--- config.mk ---
export PLATFORM = sky130hd
export DESIGN_NAME = spi_periph
export DESIGN_NICKNAME = d
export VERILOG_FILES = /design/src/rtl/spi_periph_pkg.sv /design/src/rtl/spi_rx_fifo.sv /design/src/rtl/spi_periph.sv
export SDC_FILE = /design/constraint.sdc
export NUM_CORES = 1
export LEC_CHECK = 0
export ABC_CLOCK_PERIOD_IN_PS = 3190
export CORE_MARGIN = 2
export CORE_UTILIZATION = 52
export DETAILED_ROUTE_END_ITERATION = 6
export PLACE_DENSITY = 0.84
export SYNTH_ARGS = -nofsm -noshare
export SYNTH_HDL_FRONTEND = slang
export SYNTH_HIERARCHICAL = 1
export SYNTH_SLANG_ARGS = --single-unit
export TNS_END_PERCENT = 50
--- constraint.sdc ---
create_clock -name clk -period 3.19 [get_ports clk]
set_input_delay 0.4785 -clock clk [delete_from_list [all_inputs] [get_ports clk]]
set_output_delay 0.4785 -clock clk [all_outputs]
set_load 0.02 [all_outputs]
--- src/rtl/spi_periph_pkg.sv ---
// Shared definitions for the SPI peripheral: register offsets and STATUS layout.
// STATUS bit positions are fixed by the field order of status_t.
package spi_periph_pkg;

   localparam logic [7:0] REG_TXDATA = 8'h00;
   localparam logic [7:0] REG_RXDATA = 8'h04;
   localparam logic [7:0] REG_STATUS = 8'h08;
   localparam logic [7:0] REG_CLEAR  = 8'h0C;

   localparam int CLEAR_OVERRUN_BIT = 3;

   // Packed MSB first: bit4 cs_active ... bit0 rx_not_empty
   typedef struct packed {
      logic cs_active;
      logic overrun;
      logic tx_empty;
      logic rx_full;
      logic rx_not_empty;
   } status_t;

   function automatic logic [31:0] status_word(input status_t s);
      return {27'd0, s};
   endfunction

endpackage

--- src/rtl/spi_rx_fifo.sv ---
// Synchronous RX FIFO; a pop on a full FIFO frees the slot for a same-cycle push.
// Pointers carry one extra wrap bit to tell full from empty.
module spi_rx_fifo #(
   parameter int DEPTH = 4
) (
   input  logic       clk,
   input  logic       reset,
   input  logic       push,
   input  logic       pop,
   input  logic [7:0] din,
   output logic [7:0] head,
   output logic       full,
   output logic       empty
);
   localparam int AW = $clog2(DEPTH);

   logic [7:0]  mem_reg [DEPTH];
   logic [AW:0] wr_ptr_reg;
   logic [AW:0] rd_ptr_reg;
   logic        do_push;
   logic        do_pop;

   assign empty   = (wr_ptr_reg == rd_ptr_reg);
   assign full    = (wr_ptr_reg[AW] != rd_ptr_reg[AW]) &&
                    (wr_ptr_reg[AW-1:0] == rd_ptr_reg[AW-1:0]);
   assign do_pop  = pop && !empty;
   assign do_push = push && (!full || do_pop);
   assign head    = mem_reg[rd_ptr_reg[AW-1:0]];

   always_ff @(posedge clk) begin
      if (do_push) begin
         mem_reg[wr_ptr_reg[AW-1:0]] <= din;
      end
      if (reset) begin
         wr_ptr_reg <= '0;
         rd_ptr_reg <= '0;
      end else begin
         if (do_push) begin
            wr_ptr_reg <= wr_ptr_reg + (AW+1)'(1);
         end
         if (do_pop) begin
            rd_ptr_reg <= rd_ptr_reg + (AW+1)'(1);
         end
      end
   end

endmodule

--- src/rtl/spi_periph.sv ---
// Memory-mapped SPI target (mode 0, MSB first, 8-bit frames) with RX FIFO and
// a TX holding register; all pins are synchronised into the clk domain.
module spi_periph
   import spi_periph_pkg::*;
#(
   parameter int         FIFO_DEPTH = 4,
   parameter logic [7:0] IDLE_BYTE  = 8'hFF
) (
   input  logic        clk,
   input  logic        reset,
   input  logic        wen,
   input  logic        ren,
   input  logic [31:0] addr,
   input  logic [31:0] wdata,
   output logic [31:0] rdata,
   input  logic        sck,
   input  logic        cs,
   input  logic        mosi,
   output logic        miso,
   output logic        irq
);
   // Pin order {mosi, cs, sck}; idle levels are the synchroniser presets
   localparam logic [2:0] SYNC_PRESET = 3'b010;

   logic [2:0] pin_async;
   logic [2:0] pin_sync;
   logic       sck_s, cs_s, mosi_s;

   assign pin_async = {mosi, cs, sck};

   for (genvar gi = 0; gi < 3; gi++) begin : g_sync
      logic meta_reg;
      logic sync_reg;
      always_ff @(posedge clk) begin
         if (reset) begin
            meta_reg <= SYNC_PRESET[gi];
            sync_reg <= SYNC_PRESET[gi];
         end else begin
            meta_reg <= pin_async[gi];
            sync_reg <= meta_reg;
         end
      end
      assign pin_sync[gi] = sync_reg;
   end

   assign sck_s  = pin_sync[0];
   assign cs_s   = pin_sync[1];
   assign mosi_s = pin_sync[2];

   logic        sck_d_reg, cs_d_reg;
   logic [2:0]  settle_reg;
   logic        frame_active_reg;
   logic [2:0]  bit_cnt_reg;
   logic [7:0]  sr_in_reg, sr_out_reg;
   logic [7:0]  tx_hold_reg;
   logic        tx_valid_reg;
   logic        overrun_reg;
   logic [31:0] rdata_reg;

   logic        sck_rise, sck_fall, cs_fall, cs_rise;
   logic        shift_in, shift_out, reload;
   logic [7:0]  reload_byte, rx_byte;
   logic        rx_push, rx_pop, bus_rd, wr_tx, wr_clr;
   logic [7:0]  fifo_head;
   logic        fifo_full, fifo_empty;
   status_t     status;

   assign sck_rise  = sck_s && !sck_d_reg;
   assign sck_fall  = !sck_s && sck_d_reg;
   // Only trust a cs fall once the whole pin pipeline holds post-reset samples,
   // so a cs held low across reset never looks like a fresh frame start.
   assign cs_fall   = settle_reg[2] && cs_d_reg && !cs_s;
   assign cs_rise   = cs_s && !cs_d_reg;

   assign shift_in  = frame_active_reg && !cs_rise && !cs_fall && sck_rise;
   assign shift_out = frame_active_reg && !cs_rise && sck_fall;
   assign reload    = cs_fall || (shift_out && (bit_cnt_reg == 3'd0));
   assign reload_byte = tx_valid_reg ? tx_hold_reg : IDLE_BYTE;
   assign rx_byte   = {sr_in_reg[6:0], mosi_s};
   assign rx_push   = shift_in && (bit_cnt_reg == 3'd7);

   assign bus_rd    = ren && !wen;
   assign rx_pop    = bus_rd && (addr[7:0] == REG_RXDATA);
   assign wr_tx     = wen && (addr[7:0] == REG_TXDATA);
   assign wr_clr    = wen && (addr[7:0] == REG_CLEAR) && wdata[CLEAR_OVERRUN_BIT];

   assign status = '{cs_active:    !cs_s,
                     overrun:      overrun_reg,
                     tx_empty:     !tx_valid_reg,
                     rx_full:      fifo_full,
                     rx_not_empty: !fifo_empty};

   spi_rx_fifo #(
      .DEPTH (FIFO_DEPTH)
   ) u_rx_fifo (
      .clk   (clk),
      .reset (reset),
      .push  (rx_push),
      .pop   (rx_pop),
      .din   (rx_byte),
      .head  (fifo_head),
      .full  (fifo_full),
      .empty (fifo_empty)
   );

   always_ff @(posedge clk) begin
      if (reset) begin
         sck_d_reg        <= 1'b0;
         cs_d_reg         <= 1'b1;
         settle_reg       <= 3'b000;
         frame_active_reg <= 1'b0;
         bit_cnt_reg      <= 3'd0;
         sr_in_reg        <= 8'h00;
         sr_out_reg       <= IDLE_BYTE;
         tx_hold_reg      <= 8'h00;
         tx_valid_reg     <= 1'b0;
         overrun_reg      <= 1'b0;
         rdata_reg        <= 32'd0;
      end else begin
         sck_d_reg  <= sck_s;
         cs_d_reg   <= cs_s;
         settle_reg <= {settle_reg[1:0], 1'b1};

         if (cs_fall) begin
            frame_active_reg <= 1'b1;
            bit_cnt_reg      <= 3'd0;
         end else if (cs_rise) begin
            frame_active_reg <= 1'b0;
            bit_cnt_reg      <= 3'd0;
         end else if (shift_in) begin
            sr_in_reg   <= rx_byte;
            bit_cnt_reg <= bit_cnt_reg + 3'd1;
         end

         if (reload) begin
            sr_out_reg <= reload_byte;
         end else if (shift_out) begin
            sr_out_reg <= {sr_out_reg[6:0], 1'b1};
         end

         // A bus write beats the reload's clear: the new byte stays pending
         if (wr_tx) begin
            tx_hold_reg  <= wdata[7:0];
            tx_valid_reg <= 1'b1;
         end else if (reload) begin
            tx_valid_reg <= 1'b0;
         end

         if (rx_push && fifo_full && !rx_pop) begin
            overrun_reg <= 1'b1;
         end else if (wr_clr) begin
            overrun_reg <= 1'b0;
         end

         if (bus_rd) begin
            case (addr[7:0])
               REG_TXDATA: rdata_reg <= {24'd0, tx_hold_reg};
               REG_RXDATA: rdata_reg <= fifo_empty ? 32'd0 : {24'd0, fifo_head};
               REG_STATUS: rdata_reg <= status_word(status);
               default:    rdata_reg <= 32'd0;
            endcase
         end
      end
   end

   assign rdata = rdata_reg;
   assign miso  = frame_active_reg ? sr_out_reg[7] : 1'b1;
   assign irq   = !fifo_empty;

   logic unused_bits;
   assign unused_bits = &{1'b0, addr[31:8], wdata[31:8]};

endmodule

==> results_dict.tcl <==
set metrics [dict create \
    clockBufferDepth 2 \
    async_reset_ff_share_pct 0 \
    cts_setup_buffers 0 \
    crit_slowest_cell "and2_1" \
    ys_seq_area_share_pct 53.2 \
    powerDensity_mw_per_mm2 468 \
    diodes 0 \
    wl_per_cell_microns 14.8 \
    core_region_area_sq_mm 0.00725 \
    clk-insertion-delay-late_ps 350 \
    outcome "complete, no violations" \
    cap_violations 0 \
    floorplan.initialDensity_pct 54.0 \
    vias 2511 \
    rows 31 \
    worstPathRequired_ps 3190 \
    fin_crit_ps 2600 \
    critPathCapture "u_rx_fifo/mem_reg[1][3]$_DFFE_PP_" \
    cts_sinks 88 \
    ctsHoldBuffers 0 \
    syn2layout_area_growth_pct 13.1 \
    ctsResizeCount 0 \
    io_buffers 32 \
    die_h_microns 90.8 \
    synth.area.top_cells "dfxtp_1 29%, edfxtp_1 25%, mux2i_1 4.9%" \
    setup.worst_path.start "addr[1]" \
    final_antenna_net_count 0 \
    fin_worst_skew_ps 7.39 \
    largest_register_ffs 32 \
    rr_worst_depth 7 \
    path_cells "clkdlybuf4s50_1 -> nor4_4 -> nand2_2 -> nor2_1 -> inv_1 -> a41oi_2 -> and2_1" \
    first_global_vias 2362 \
    fin_tns_setup_ps 0 \
    track_usage_pct 17.6 \
    htree_levels 3 \
    drc 0 \
    netlist_area_sq_mm 0.00391 \
    num_io_pins 105 \
    gp_congestion 0.886 \
    tritoncts "yes" \
    regToRegSetupSlack_ps 840 \
    irDropWorstVdd_mv 0.467 \
    ys_warn_count 6 \
    setup_viol 0 \
    final_util_pct 61.0 \
    wirelength_microns 7050 \
    cp_max_fo 8 \
    die_area_sq_mm 0.00824 \
    hold_path_class "reg2reg" \
    syn-instance-count 337 \
    fp.dieW_microns 90.8 \
    drive_gt1_share_pct 12.5 \
    synth_edf_count 32 \
    clockRootBuffer "clkbuf_8" \
    rsz0062_at_grt "no" \
    synth_top_area_share_pct 28.6 \
    min_period_over_period_pct 81.5 \
    p_leak_nw 1.63 \
    path_class "in2reg" \
    synth.most_common_cell "dfxtp_1" \
    cts_made_buffers 9 \
    worst_pin_slew_ps 679 \
    ys_ff_latch 88 \
    max_clock_freq_ghz 0.385 \
    regToRegStartpoint "cs_s$_SDFF_PP1_" \
    dpl.hpwl_microns 5050 \
    start_kind "primary input" \
    drt-initial-drc-count 98 \
    dr.pass1.iters 4 \
    nets 450 \
    antenna_found_initial 0 \
    hold_path_depth 1 \
    drv_slew 0 \
    r2r_end "u_rx_fifo/mem_reg[1][3]$_DFFE_PP_" \
    yosys.area.top_type "dfxtp_1" \
    cp-end-kind "flop" \
    synthDistinctLibCells 55 \
    grt_first_pass_wirelength_microns 11400 \
    grt_max_degree 39 \
    relSlewSlack_pct 54.5 \
    synth_area_per_cell_sq_um 11.6 \
    synth-main-ff-cell "dfxtp_1" \
    path_clk_slew_ps 90 \
    vias_per_cell 5.29 \
    critical_path_arrival_ps 2600 \
    overflow 0 \
    synth_commonest_cells "56 x dfxtp_1, 32 x edfxtp_1, 28 x nor2_1" \
    cpPeakStageDelay_ps 470 \
    hold_viol 0 \
]
worst max-delay path: cells and delay by family:
kind                   cells  cell delay, ps
and+or+nand+nor            4            1250
buffers and inverters      2             580
AOI/OAI and AO/OA          1             290
metrics by stage:
stage	power (mW)	setup WS, ps	instances	cell area, sq um	hold slack, ps
after global placement	1.32	269	459	4230	389
after CTS	2.08	543	475	4430	416
final	2.07	591	475	4430	412
after floorplan	1.30	1130	360	4000	383
after global routing	2.14	439	475	4430	424
after detailed placement	1.32	179	459	4230	393
how the worst min path moves through the flow:
stage / end / from
finish: cs_s$_SDFF_PP1_ / g_sync[1].meta_reg$_SDFF_PP1_
global route: cs_s$_SDFF_PP1_ / g_sync[1].meta_reg$_SDFF_PP1_
CTS: cs_s$_SDFF_PP1_ / g_sync[1].meta_reg$_SDFF_PP1_
detailed placement: cs_s$_SDFF_PP1_ / g_sync[1].meta_reg$_SDFF_PP1_
global placement: cs_s$_SDFF_PP1_ / g_sync[1].meta_reg$_SDFF_PP1_
floorplan: cs_s$_SDFF_PP1_ / g_sync[1].meta_reg$_SDFF_PP1_
metal layers:
layer	vias to the layer above	wire length, microns	GRT usage, %
met1	1200	3130	22.6
met4	0	70	4.49
li1	1223	-	-
met5	-	0	0
met3	7	426	6.01
met2	81	3430	28.6
placed cells by master (no fill, tap or decap), drive strengths merged, types with 9 or more instances in the layout:
cell type      count
inv               12
clkbuf             9
conb              24
nor2b             24
a21oi             20
nand2             13
clkdlybuf4s50     31
nor2              28
o21ai             14
edfxtp            32
mux2i             19
o22ai              9
dfxtp             56
kinds of logic after synthesis:
logic type	synth area share, %
simple gates	14.5
flops	53.2
compound gates	9.94
buf+inv	7.26
mux	10.7
fa+ha+maj	2.56
xor+xnor	1.69
other cells	0.0958
layout make-up:
cell class                 count  area (sq um)
fill                         582          2830
sequential                    88          2080
multi-input combinational    226          1630
timing repair buffer          37           353
clock buffer                   9           124
tap                           99           124
clock inverter                 7          77.6
inverter                       9          33.8
where the power goes:
part / switching (mW) / internal [mW]
registers: 0.00730 / 1.16
logic: 0.0759 / 0.0510
clock network: 0.402 / 0.372
total: 0.485 / 1.59
Power figures use the tool's default switching activity.
==> RTL edit 1 (same settings) <==
Register the input `wdata` before use. The logic sees it one clock later. The other inputs are not delayed to match.
--- a/src/rtl/spi_periph.sv
+++ b/src/rtl/spi_periph.sv
@@ -23,2 +23,8 @@
    localparam logic [2:0] SYNC_PRESET = 3'b010;
+
+   logic [31:0] wdata_q;
+
+   always_ff @(posedge clk) begin
+      wdata_q <= wdata;
+   end
 
@@ -84,3 +90,3 @@
    assign wr_tx     = wen && (addr[7:0] == REG_TXDATA);
-   assign wr_clr    = wen && (addr[7:0] == REG_CLEAR) && wdata[CLEAR_OVERRUN_BIT];
+   assign wr_clr    = wen && (addr[7:0] == REG_CLEAR) && wdata_q[CLEAR_OVERRUN_BIT];
 
@@ -142,3 +148,3 @@
          if (wr_tx) begin
-            tx_hold_reg  <= wdata[7:0];
+            tx_hold_reg  <= wdata_q[7:0];
             tx_valid_reg <= 1'b1;
@@ -170,3 +176,3 @@
    logic unused_bits;
-   assign unused_bits = &{1'b0, addr[31:8], wdata[31:8]};
+   assign unused_bits = &{1'b0, addr[31:8], wdata_q[31:8]};
 
Check against the original RTL: not equivalent (Yosys sat finds a counterexample within 4 cycles, from zero or initial values and one cycle with reset high).
==> RTL edit 1 against the original RTL <==
- hold slack better by 11 ps
- highest routed layer unchanged
- sequential power up 9%
- largest cell class unchanged
- maximum frequency about the same
- worst setup slack worse by 0.83 ps
- sequential cell count up 8
- die area up 5.0%
- area after synthesis up 5.2%
- design area up 4.7%
- clock power up 2%
- routed wire length up 3.6%
- power up 6.1%
==> RTL edit 1: results (changes against the original RTL) <==
| Metric | Value |
|---|---|
| Data arrival, critical path | `2120 ps (-480 ps)` |
| Number of warnings issued by yosys | `6 (unchanged)` |
| Status | `complete, no violations` |
| Fraction of final layout cells with drive strength greater than 1 | `11.9% (-0.60 points)` |
| Synthesized instance count | `356 (+5.6%)` |
| Placed cell count | `481 (+4.8%)` |
| Reg-to-reg startpoint | `cs_d_reg` |
| Sequential share of the synthesized area | `54.4% (+1.2 points)` |
| First-pass GRT wire length | `11900 microns (+3.9%)` |
| Cell Area, Placed | `4430 sq um (+4.8%)` |
| Nets | `469 (+4.2%)` |
| Final wirelength | `7310 microns (+3.6%)` |
| Terminus of the critical flop-to-flop path | `u_rx_fifo/mem_reg[0][3]` |
| Detail Placement HPWL | `5220 microns (+3.2%)` |
| Clock slew at the register clock pins of the worst setup and hold paths | `90 ps (about the same)` |
| Fin Clk Skew | `10.1 ps (+2.76 ps)` |
| Maximum VDD drop | `293 uV (-37%)` |
| Pin count of the biggest net entering global routing | `57 (+46%)` |
| Biggest cell delay along the critical path | `540 ps (+70 ps)` |
| Main area contributors after synthesis | `sky130_fd_sc_hd__dfxtp_1 31%, sky130_fd_sc_hd__edfxtp_1 23%, sky130_fd_sc_hd__mux2i_1 4.6%` |
| Fin Hold WS | `423 ps (+11.1 ps)` |
| Worst-path fanout max | `6 (-2)` |
| Global-route usage over all layers | `17.9% (+0.35 points)` |
| Overall via count from detail_route | `2582 (+2.8%)` |
| Distinct cell type count of the synthesized netlist | `52 (-5.5%)` |
| Flop-to-flop setup slack | `980 ps (+140 ps)` |
| Fillers | `628 (+7.9%)` |
| Static leakage | `0.00179 uW (+9.6%)` |
| Via-to-Cell Ratio | `5.20 (-1.7%)` |
| Most used standard cells in the synthesized netlist | `64 x sky130_fd_sc_hd__dfxtp_1, 38 x sky130_fd_sc_hd__nor2_1, 32 x sky130_fd_sc_hd__edfxtp_1` |
| Weighted congestion at the end of routability-driven global placement | `0.809 (-8.6%)` |
| Vias in the first global route | `2489 (+5.4%)` |
| Post-CTS Setup Bufs | `0 (unchanged)` |
| H-tree depth | `3 (unchanged)` |
| Remaining max-slew budget at the tightest pin | `23.2% (-31 points)` |
| Critical Path Slowest Stage Cell | `sky130_fd_sc_hd__clkdlybuf4s50_1` |
| Drt first-iter violations | `106 (+8.2%)` |
| Worst slack at placement | `334 ps (+155 ps)` |
RTL edit 1: layout make-up:
cell class	count	area [sq um]	share of cell area, %
flip-flops and latches	96	2240	48.4
multi-input cells	232	1650	35.6
repair buffers	38	360	7.77
clock buffers	11	163	3.51
well taps	102	128	2.75
inverters	13	48.8	1.05
clock inverters	5	45.0	0.972
RTL edit 1: worst max-delay path by stage:
stage	cells past startpoint	from	end	slack, ps
after detailed placement	7	addr[1]	u_rx_fifo/mem_reg[0][1]	330
after global routing	5	u_rx_fifo/wr_ptr_reg[1]	irq	430
after floorplan	6	addr[1]	u_rx_fifo/mem_reg[2][0]	1170
final	5	u_rx_fifo/wr_ptr_reg[1]	irq	590
after global placement	7	addr[1]	u_rx_fifo/mem_reg[2][1]	440
after CTS	5	u_rx_fifo/wr_ptr_reg[1]	irq	570
RTL edit 1: power by group:
part           switching [uW]  total [uW]  internal (uW)
Combinational            74.9         127           51.7
Sequential               9.25        1280           1270
Clock                     430         793            364
RTL edit 1: kinds of logic (layout without fill, tap and decap cells):
group | Yosys count | after routing | share of synthesized area, %
other cells | 1 | 24 | 0.0910
xor+xnor | 5 | 5 | 1.61
fa+ha+maj | 8 | 8 | 2.43
flops | 96 | 96 | 54.4
mux | 31 | 31 | 10.2
buf+inv | 51 | 67 | 7.62
compound gates | 47 | 47 | 7.62
simple gates | 117 | 117 | 16.0
RTL edit 1: worst max-delay path: cells and delay by family (launching register included):
family,cells,cell delay (ps)
flops,1,390
buf+inv,2,640
xor+xnor,1,360
simple gates,2,370
RTL edit 1: metal layers:
metal  track usage, %  part of all wire (%)
met1             23.0                    45
met2             29.6                    49
met3             5.00                   5.7
met4             5.76                   1.2
met5                0                     0
==> RTL edit 2 (same flow settings) <==
Without the edit above. `FIFO_DEPTH`: 4 -> 8.
--- a/src/rtl/spi_periph.sv
+++ b/src/rtl/spi_periph.sv
@@ -5,3 +5,3 @@
 #(
-   parameter int         FIFO_DEPTH = 4,
+   parameter int         FIFO_DEPTH = 8,
    parameter logic [7:0] IDLE_BYTE  = 8'hFF
Formal check against the unedited RTL: same outputs for any inputs over 4 cycles, from zero or initial values and one cycle with reset high; that may be too few to reach the edited logic, so the function may still have changed.
==> RTL edit 2 against the original RTL <==
- combinational power shrank 21%
- routed wire length grew 48%
- power grew 70%
- area after synthesis grew 34%
- sequential power grew 42%
- worst setup slack lost 180 ps
- register-to-register slack gained 70 ps
- global-route usage grew 3.0 points
- hold slack lost 1.3 ps
- design area grew 39%
- sequential cell count grew 35
- count of clock-buffer cells in the layout grew 13
- critical path type is now reg2out
==> RTL edit 2: results (changes against the original RTL) <==
| Metric | Value |
|---|---|
| Fin Clk Skew | `7.45 ps (+0.0589 ps)` |
| Global-route usage over all layers | `20.6% (+3.0 points)` |
| Combinational logic power | `99.7 uW (-21%)` |
| Least-Margin Pin Slew | `801 ps (+122 ps)` |
| Combinational share of power | `2.8% (-3.3 points)` |
| Inserted Clock Buffers | `17 (+8)` |
| First-pass GRT wire length | `16700 microns (+46%)` |
| Largest register FFs | `64 (+100%)` |
| Detailed-routing iteration count for the pre-antenna-repair pass | `5 (+1)` |
| Sequential share of the synthesized area | `59.3% (+6.1 points)` |
| Met3 routing resource usage after global routing | `6.27% (+0.26 points)` |
| Share of the final layout cell area in multi-input gates | `30.7% (-6.2 points)` |
| Biggest cell delay along the critical path | `580 ps (+110 ps)` |
| Number of signal-net inverters in the final layout | `8 (-1)` |
| Delay-heaviest family, CP | `buffers and inverters` |
| Critical Path Slowest Stage Cell | `sky130_fd_sc_hd__clkdlybuf4s50_1` |
| Detail Placement HPWL | `6980 microns (+38%)` |
| Maximum VDD drop | `309 uV (-34%)` |
| Via-to-Cell Ratio | `5.60 (+6.0%)` |
| Fraction of final layout cells with drive strength greater than 1 | `17.4% (+4.9 points)` |
| Average footprint of a synthesized cell | `12.9 sq um (+11%)` |
| Placed cell count | `562 (+22%)` |
| Fillers | `733 (+26%)` |
| Vias in the first global route | `3262 (+38%)` |
| Total of clock buffers placed in the layout | `22 (+13)` |
| Worst slack at placement | `353 ps (+175 ps)` |
| Global routing usage on met2 | `33.9% (+5.3 points)` |
| Per-cell routed wire length | `17.6 microns (+18%)` |
| Pin count of the biggest net entering global routing | `31 (-21%)` |
| Clock slew at the register clock pins of the worst setup and hold paths | `60 ps (-30 ps)` |
| Nets | `524 (+16%)` |
| Main area contributors after synthesis | `sky130_fd_sc_hd__edfxtp_1 37%, sky130_fd_sc_hd__dfxtp_1 23%, sky130_fd_sc_hd__mux4_2 6.9%` |
| Routed met1 length | `4180 microns (+34%)` |
| Number of flops mapped to enable cells by yosys | `64 (+100%)` |
| Clock latency on the worst-skew pair | `520 ps (+170 ps)` |
| Flops & latches, synth | `123 (+40%)` |
| Multi-input combinational gate total | `253 (+12%)` |
| Distinct cell type count of the synthesized netlist | `58 (+5.5%)` |
| Routed met3 length | `592 microns (+39%)` |
| Switching power summed over all nets | `686 uW (+41%)` |
| Status | `complete, no violations` |
RTL edit 2: path summary, 6_finish.rpt:
| kind | from | to | slack [ps] | cells past startpoint |
|---|---|---|---|---|
| worst max register to register | cs_s | u_rx_fifo/mem_reg[0][4] | 910 | 6 |
| worst min register to register | g_sync[1].meta_reg | cs_s | 410 | 1 |
| worst min-delay path | g_sync[1].meta_reg | cs_s | 410 | 1 |
| worst max-delay path | u_rx_fifo/wr_ptr_reg[1] | irq | 410 | 5 |
RTL edit 2: kinds of logic after synthesis:
group                    synth area share (%)
adder cells (fa/ha/maj)                  1.20
AO/OA/AOI/OAI                            7.92
flip-flops                               59.3
other                                  0.0717
multiplexers                             12.7
AND/OR/NAND/NOR                          11.5
buffers and inverters                    6.19
XOR/XNOR                                 1.17
RTL edit 2: through the flow:
stage	instance area (sq um)	utilization (%)
3_3_place_gp	5600	57.3
2_1_floorplan	5320	-
5_1_grt	6150	63.0
6_report	6150	63.0
4_1_cts	6150	63.0
3_5_place_dp	5600	57.3
